$ cat src/rtl/arb_pkg.sv
`default_nettype none
// ============================================================================
//  Module      : arb_pkg
//  Description : Shared types and constants for the round-robin burst arbiter
//                (opcode, FSM state, default-width command record).
//  Revision    : 1.0 - initial release
// ============================================================================
package arb_pkg;

    localparam int ARB_NREQ_MAX  = 8;
    localparam int ARB_OP_W      = 2;
    localparam int ARB_LEN_W_DEF = 4;

    typedef enum logic [1:0] {
        OP_RD  = 2'd0,
        OP_WR  = 2'd1,
        OP_RMW = 2'd2,
        OP_NOP = 2'd3
    } op_t;

    typedef enum logic [1:0] {
        S_IDLE = 2'd0,
        S_XFER = 2'd1,
        S_GAP  = 2'd2
    } state_t;

    // Command record at the default burst-length width; len sits in the LSBs.
    typedef struct packed {
        op_t                      op;
        logic [ARB_LEN_W_DEF-1:0] len;
    } cmd_t;

    // Increment with wrap at n-1 -> 0.
    function automatic int wrap_inc(input int v, input int n);
        return (v + 1 >= n) ? 0 : v + 1;
    endfunction

endpackage
`default_nettype wire

$ cat src/rtl/rr_pick.sv
`default_nettype none
// ============================================================================
//  Module      : rr_pick
//  Description : Combinational round-robin winner select: first set request
//                at or after the pointer, wrapping from NREQ-1 back to 0.
//  Revision    : 1.0 - initial release
// ============================================================================
module rr_pick #(
    parameter int NREQ  = 4,
    parameter int IDX_W = $clog2(NREQ)
) (
    input  logic [NREQ-1:0]  req,
    input  logic [IDX_W-1:0] rr_ptr,
    output logic [NREQ-1:0]  win_oh,
    output logic [IDX_W-1:0] win_idx,
    output logic             win_vld
);

    // Scan NREQ positions starting at the pointer; the first hit wins.
    always_comb begin
        win_oh  = '0;
        win_idx = '0;
        win_vld = 1'b0;
        for (int k = 0; k < NREQ; k++) begin
            int               pos;
            logic [IDX_W-1:0] sel;
            pos = int'(rr_ptr) + k;
            if (pos >= NREQ) begin
                pos = pos - NREQ;
            end
            sel = IDX_W'(pos);
            if (!win_vld && req[sel]) begin
                win_vld     = 1'b1;
                win_idx     = sel;
                win_oh[sel] = 1'b1;
            end
        end
    end

endmodule
`default_nettype wire

$ cat src/rtl/rr_burst_arbiter.sv
`default_nettype none
// ============================================================================
//  Module      : rr_burst_arbiter
//  Description : Round-robin burst arbiter. Grants one requester at a time,
//                sequences len+1 beats under valid/ready, inserts a one-cycle
//                gap, then rotates priority past the last owner.
//  Revision    : 1.0 - initial release
// ============================================================================
module rr_burst_arbiter
    import arb_pkg::*;
#(
    parameter int NREQ  = 4,
    parameter int LEN_W = 4
) (
    input  logic                           clk,
    input  logic                           rst_n,
    input  logic [NREQ-1:0]                req,
    input  logic [NREQ*(ARB_OP_W+LEN_W)-1:0] cmd,
    input  logic                           res_ready,
    output logic [NREQ-1:0]                gnt,
    output logic [$clog2(NREQ)-1:0]        gnt_id,
    output logic                           beat_valid,
    output logic                           beat_last,
    output op_t                            beat_op,
    output logic                           busy
);

    localparam int CMD_W = ARB_OP_W + LEN_W;
    localparam int IDX_W = $clog2(NREQ);

    state_t             state_q,  state_d;
    logic [NREQ-1:0]    gnt_q,    gnt_d;
    logic [IDX_W-1:0]   gnt_id_q, gnt_id_d;
    op_t                op_q,     op_d;
    logic [LEN_W-1:0]   cnt_q,    cnt_d;
    logic [IDX_W-1:0]   rr_ptr_q, rr_ptr_d;

    logic [NREQ-1:0]    win_oh;
    logic [IDX_W-1:0]   win_idx;
    logic               win_vld;
    logic [CMD_W-1:0]   win_cmd;
    op_t                win_op;
    logic [LEN_W-1:0]   win_len;

    rr_pick #(
        .NREQ  (NREQ),
        .IDX_W (IDX_W)
    ) u_pick (
        .req     (req),
        .rr_ptr  (rr_ptr_q),
        .win_oh  (win_oh),
        .win_idx (win_idx),
        .win_vld (win_vld)
    );

    // Extract the winner's command so it can be captured at the grant.
    always_comb begin
        win_cmd = cmd[int'(win_idx)*CMD_W +: CMD_W];
        win_op  = op_t'(win_cmd[CMD_W-1 -: ARB_OP_W]);
        win_len = win_cmd[LEN_W-1:0];
    end

    // Next-state logic: grant in IDLE, count beats in XFER, one-cycle GAP.
    always_comb begin
        state_d  = state_q;
        gnt_d    = gnt_q;
        gnt_id_d = gnt_id_q;
        op_d     = op_q;
        cnt_d    = cnt_q;
        rr_ptr_d = rr_ptr_q;
        case (state_q)
            S_IDLE: begin
                if (win_vld) begin
                    state_d  = S_XFER;
                    gnt_d    = win_oh;
                    gnt_id_d = win_idx;
                    op_d     = win_op;
                    cnt_d    = win_len;
                end
            end
            S_XFER: begin
                if (res_ready) begin
                    if (cnt_q == '0) begin
                        state_d  = S_GAP;
                        gnt_d    = '0;
                        op_d     = OP_RD;
                        rr_ptr_d = IDX_W'(wrap_inc(int'(gnt_id_q), NREQ));
                    end else begin
                        cnt_d = cnt_q - 1'b1;
                    end
                end
            end
            S_GAP: begin
                state_d = S_IDLE;
            end
            default: begin
                state_d = S_IDLE;
            end
        endcase
    end

    // State and output registers with synchronous active-low reset.
    always_ff @(posedge clk) begin
        if (!rst_n) begin
            state_q  <= S_IDLE;
            gnt_q    <= '0;
            gnt_id_q <= '0;
            op_q     <= OP_RD;
            cnt_q    <= '0;
            rr_ptr_q <= '0;
        end else begin
            state_q  <= state_d;
            gnt_q    <= gnt_d;
            gnt_id_q <= gnt_id_d;
            op_q     <= op_d;
            cnt_q    <= cnt_d;
            rr_ptr_q <= rr_ptr_d;
        end
    end

    // Outputs are decoded from registers only.
    assign gnt        = gnt_q;
    assign gnt_id     = gnt_id_q;
    assign beat_op    = op_q;
    assign beat_valid = (state_q == S_XFER);
    assign beat_last  = (state_q == S_XFER) && (cnt_q == '0);
    assign busy       = (state_q != S_IDLE);

endmodule
`default_nettype wire

$ cat config.mk
export PLATFORM = sky130hd
export DESIGN_NAME = rr_burst_arbiter
export DESIGN_NICKNAME = d
export VERILOG_FILES = /design/src/rtl/arb_pkg.sv /design/src/rtl/rr_pick.sv /design/src/rtl/rr_burst_arbiter.sv
export SDC_FILE = /design/constraint.sdc
export NUM_CORES = 1
export LEC_CHECK = 0
export CAP_MARGIN = 0
export CORE_MARGIN = 8
export CORE_UTILIZATION = 30
export CTS_CLUSTER_SIZE = 10
export DETAILED_ROUTE_END_ITERATION = 7
export HOLD_SLACK_MARGIN = 0.12
export SLEW_MARGIN = 20
export SYNTH_ARGS = -nofsm -noshare
export SYNTH_HDL_FRONTEND = slang
export SYNTH_SLANG_ARGS = --single-unit
$ cat constraint.sdc
create_clock -name clk -period 3.07 [get_ports clk]
set_input_delay 0.614 -clock clk [delete_from_list [all_inputs] [get_ports clk]]
set_output_delay 0.614 -clock clk [all_outputs]
set_load 0.01 [all_outputs]
# Yosys cells after proc, flatten, opt, wreduce, memory -nomap -nowiden
# Cells that the tools add are included.
[op_classes]
addsub = 9
mul = 1
n_lt_le_gt_ge = 13
eq_ne = 5
n_shift = 1
n_mux = 49
bitwise_logic = 3
reduce_logical = 20
[op_table]
columns = ["operator", "n"]
rows = [
  ["$mux W4", 10],
  ["$mux W2", 15],
  ["$shiftx A24 B6 Y6", 1],
  ["$pmux W4 S2", 2],
  ["$ge A3 B3 Y1 const B", 4],
  ["$lt A2 B3 Y1 const B", 4],
  ["$mux W1", 12],
  ["$or A4 B4 Y4", 3],
  ["$bmux W1 S2", 4],
  ["$demux W1 S2", 4],
  ["$ge A2 B1 Y1 const B", 4],
  ["$logic_and A1 B1 Y1", 8],
  ["$pmux W2 S2", 2],
  ["$reduce_and A4 Y1", 2],
  ["$sub A2 B1 Y2 const B", 4],
  ["$add A2 B1 Y3 const B", 2],
  ["$add A2 B2 Y3 const B", 2],
  ["$reduce_and A3 Y1", 2],
  ["$logic_not A4 Y1", 1],
  ["$mul A2 B2 Y4 const B", 1],
  ["$ne A2 B1 Y1 const B", 2],
  ["$ne A2 B2 Y1 const B", 2],
  ["$reduce_bool A2 Y1", 2],
  ["$sub A4 B1 Y4 const B", 1],
  ["5 further kinds", 7],
]
[word_totals]
ff_bits = 16
inputBits = 31
output_inout_bits = 11
word_cells = 107

# Longest topological paths before layout
[logic_depth]
word_depth = 18
ltp_mapped = 11
ltp_nobuf = 8

# Cells and area by module
# A second synthesis with hierarchy kept.
[unflattened]
hier_cells = 145
area_unflattened_um2 = 1337.5
[modules_own_cells]
columns = ["module", "instances", "cells_each", "area_per_inst_um2", "seq_area_each_um2"]
rows = [
  ["rr_burst_arbiter", 1, 100, 918.4, 320.3],
  ["rr_pick", 1, 45, 419.2, 0.0],
]

# Worst setup path after synthesis
# Ideal clock, no wire load.
[synth_path]
path_kind = "register to register"
startpoint = "reg rr_ptr_q[0]"
endpoint = "reg cnt_q[0]"
setup_time_ns = 0.122
arrival_ns = 2.949
t_required_ns = 2.948
setup_slack_ns = 0.000
path_stages_with_launch = 12
n_path_buf = 3
synth_period_minus_slack_ns = 3.070
path_cell_list = "dfxtp_1 buf_6 inv_2 ha_1 buf_2 mux4_2 o21bai_4 and3_1 buf_4 a21oi_4 mux2_4 a221o_1"
[synth_between]
elab_chain_cells = 18
elab_cells_between_ends = 43
classes_between = "add/sub: 7; mul: 1; order compare: 4; eq/ne: 1; shift: 1; mux: 22; reduce/logical: 7"
[synth_rtl]
columns = ["item", "line_no", "rtl"]
rows = [
  ["start, declared", "rr_burst_arbiter.sv:36", "logic [IDX_W-1:0] rr_ptr_q, rr_ptr_d;"],
  ["start signal, assigned", "rr_burst_arbiter.sv:117", "rr_ptr_q <= rr_ptr_d;"],
  ["parallel branches: the longest is 18 deep, another holds $add A2 B1 Y3", "-", ""],
  ["end signal, assigned", "rr_burst_arbiter.sv:116", "cnt_q <= cnt_d;"],
  ["end, declared", "rr_burst_arbiter.sv:35", "logic [LEN_W-1:0] cnt_q, cnt_d;"],
]
# Parallel ways; which one is timed is not known. The select of a mux whose other input is x is not followed.
# A chain may end at the register's enable or synchronous reset.

# Worst setup path in the final report
[layout_path]
startpoint = "in req[3]"
endpoint = "reg cnt_q[0]"
[layout_between]
elab_chain_cells = 16
elab_cells_between_ends = 28
classes_between = "mul: 1; eq/ne: 1; shift: 1; mux: 18; reduce/logical: 7"
[layout_rtl]
columns = ["item", "line_no", "rtl"]
rows = [
  ["start, declared", "rr_burst_arbiter.sv:17", "input logic [NREQ-1:0] req,"],
  ["$bmux W1 S2", "rr_pick.sv:32", "if (!win_vld && req[sel]) begin"],
  ["$mux W1 (not written as such)", "rr_pick.sv:32", ""],
  ["$mux W1", "rr_pick.sv:32", ""],
  ["$logic_not A1 Y1", "rr_pick.sv:32", ""],
  ["$logic_and A1 B1 Y1", "rr_pick.sv:32", ""],
  ["$mux W1", "rr_pick.sv:32", ""],
  ["$logic_not A1 Y1", "rr_pick.sv:32", ""],
  ["$logic_and A1 B1 Y1", "rr_pick.sv:32", ""],
  ["$mux W1", "rr_pick.sv:32", ""],
  ["$logic_not A1 Y1", "rr_pick.sv:32", ""],
  ["$logic_and A1 B1 Y1", "rr_pick.sv:32", ""],
  ["$mux W2", "rr_pick.sv:32", ""],
  ["$mul A2 B2 Y4", "rr_burst_arbiter.sv:58", "win_cmd = cmd[int'(win_idx)*CMD_W +: CMD_W];"],
  ["$shiftx A24 B6 Y6", "rr_burst_arbiter.sv:58", ""],
  ["$mux W4", "rr_burst_arbiter.sv:73", "if (win_vld) begin"],
  ["$pmux W4 S2", "rr_burst_arbiter.sv:71", "case (state_q)"],
]
# Several ways; a longest one is shown, not always the timed one. The select of a mux whose other input is x is not followed.

==> flow_summary.toml <==
[outcome]
result_of_the_run = "finished, final reports clean"

[cts]
post_cts_buffers = 0
maximum_level_of_the_cts_h_tree = 1
cts_max_path_buffers = 2
cts_tree = "done"
cts-hold-fix-buffers = 0
cts_made_buffers = 3
register_clock_pin_slew_on_the_reported_worst_setup_and_hold_paths_ps = 60
clkLatencyLatePin_ps = 250
cts_resized = 0
clock-root-buffer = "clkbuf_8"
tritoncts_num_sinks = 16

[route]
wirelength_mm = 5.18
detail_route.drc_violations = 0
route.antenna.remaining_nets = 0
route.vias.total = 1779
wl_per_cell_um = 15.2
detailedRoute.firstPassIterationCount = 4
post_drt_via_cell_ratio = 5.23
detailedRoute.firstIterationViolations = 103

[finish]
multiInputGateArea_um2 = 1280
areaGrowthSynthToFinish_pct = 38.2
seqCellArea_um2 = 322
share_of_layout_cells_above_drive_strength_1 = 0.160
number_of_nets_in_the_layout = 310
filler_cell_count = 560
num_antenna_cells = 0
layoutNonFillerInstCount = 340

[global_route]
grt_use_met3 = 0.0313
maximum_number_of_pins_on_one_net_before_global_route_repair = 37
grtUsageMet1 = 0.158
antenna_found_initial = 0
busiest_layer = "met2"
grt.met2_usage = 0.204
global_route.overflow_total = 0
first_global_vias = 1760
grt_pass1_wl_mm = 8.61
globalRouteTotalUtil = 0.124

[setup_path]
reg2reg_from = "rr_ptr_q[1]$_SDFFE_PN0P_"
worstReg2RegEnd = "cnt_q[0]$_SDFFE_PN0P_"
worstSetupEndpointType = "flip-flop"
required_time_of_the_critical_path_ps = 3210
setup.reg_to_reg.worst_slack_ps = 360
timing_worst_setup_path_type = "in2reg"
worst-path-max-fanout = 7
crit_path_start_kind = "input port"
worstRegToRegCells = 8
arrival_ps = 2900

[logic_synthesis]
post_synth_main_area_contributors = "dfxtp_1 (19%), mux2i_1 (7.7%), ha_1 (6.6%)"
synth_ff_type = "dfxtp_1"
netlist_top_cells_count = "nor2_1 (21), dfxtp_1 (16), a21oi_1 (15), o21ai_0 (15), nand2_1 (14)"
synth_fp_nets = 254
post-synth-top-count-cell = "nor2_1"
yosysUniqueCellTypes = 51
synth_largest_type_area_fraction = 0.189
syn_inst = 214
synth_async_sr_flop_share = 0
yosysWarningCount = 0
syn-mean-instance-area_um2 = 7.93
synth_edf_count = 0
mappedNetlistArea_um2 = 1700
synth.ff_latch_count = 16
synth_top_area_cell = "dfxtp_1"
synth.yosys.seq_area_share = 0.189

[floorplanning]
initial_core_util = 0.310
io_pins = 42
die_h_um = 91.2
core_region_area_um2 = 5470
rows = 27
die_width_um = 91.2
dieArea_um2 = 8320

[sta]
slew-limit-headroom = 0.629
setup_repair_after_global_routing_missed_its_margin = "false"
final.setup.tns_ps = 0
fin_worst_skew_ps = 4.28
fmaxAchievable_ghz = 0.362
timing_worst_slew_pin_value_ps = 542
post-route-min-period_ps = 2760
hold_viol = 0
final.period_utilization = 0.899
timing.final.max_slew_violations = 0
final-setup-viol-count = 0

[min_path]
hold-path-endpoint = "gnt_id[1]$_SDFFE_PN0P_"
worstHoldPathType = "reg2reg"
hold_path_depth = 2
hold_path_startpoint = "gnt_id[1]$_SDFFE_PN0P_"

[power]
vdd_ir_drop_max_mv = 0.140
power_per_cell_area_nw_per_um2 = 440
p_leak_nw = 0.906

[placed_design]
io_buffer_count = 41
numPlacedInstances = 337
dp_hpwl_mm = 4.10
place.gp.congestion = 0.871

[run]
max_cap_viol_count = 0
## per-stage QoR
step	hold slack, ps	setup WS (ps)	instance area, um2	util	total power [mW]
after floorplan	496	22.5	1700	-	0.654
after global placement	471	133	2310	0.421	0.872
after detailed placement	483	74.1	2310	0.421	0.879
after CTS	492	330	2350	0.429	1.04
after global routing	534	171	2350	0.429	1.12
final	487	310	2350	0.429	1.03
## report_power, final
part           internal (mW)  leakage, nW  switching (mW)  total, mW
registers              0.243        0.132          0.0354      0.278
clock network         0.0871       0.0216          0.0723      0.159
logic                  0.301        0.752           0.294      0.594
## worst max path at each step
stage | startpoint | slack, ps | cells past startpoint | endpoint
3_5_place_dp | req[3] | 70 | 7 | cnt_q[0]$_SDFFE_PN0P_
4_1_cts | req[3] | 330 | 7 | cnt_q[0]$_SDFFE_PN0P_
6_report | req[3] | 310 | 7 | cnt_q[0]$_SDFFE_PN0P_
2_1_floorplan | rr_ptr_q[1]$_SDFFE_PN0P_ | 20 | 10 | cnt_q[0]$_SDFFE_PN0P_
5_1_grt | req[3] | 170 | 7 | cnt_q[0]$_SDFFE_PN0P_
3_3_place_gp | req[3] | 130 | 7 | cnt_q[0]$_SDFFE_PN0P_
## layout by cell type, fill, tap and decap left out, types with 7 or more instances in the layout
cell and count:
ha_1 9, clkdlybuf4s50_1 41, and2_1 7, nand2_1 14
o21ai_0 15, nor2_1 21, a22oi_1 12, inv_1 8
dfxtp_1 15, a21oi_1 15, mux2i_1 13, buf_4 22
## worst max-delay path, cell delays in order
cell	delay [ps]
clkdlybuf4s50_1	510
mux4_2	570
nand2b_1	150
nand2_1	190
a2111oi_0	450
nor4bb_1	110
a221o_1	300
## routing by layer
metal	wire, um	up-vias
met2	2410	39
met3	250	8
met5	0	-
met4	81	0
li1	-	916
met1	2440	816
## sequential cells by signal (all words and copies together), names as in the netlist
register  flops
beat_op       2
rr_ptr_q      2
state_q       2
cnt_q         4
gnt_id        2
gnt           4
## cell families (layout without fill, tap and decap cells)
logic type / after synthesis / in the layout / synth area share
flops: 16 / 16 / 0.189
fa+ha+maj: 9 / 9 / 0.0663
compound gates: 66 / 66 / 0.270
simple gates: 78 / 78 / 0.242
mux: 24 / 24 / 0.178
buf+inv: 21 / 75 / 0.0545
## area by class of cell
| type | instances | area share |
|---|---|---|
| Tap cell | 72 | 0.0384 |
| Inverter | 9 | 0.0144 |
| Sequential cell | 16 | 0.137 |
| Clock buffer | 3 | 0.0176 |
| Timing Repair Buffer | 63 | 0.245 |
| Multi-Input combinational cell | 177 | 0.547 |
Power figures use the tool's default switching activity.
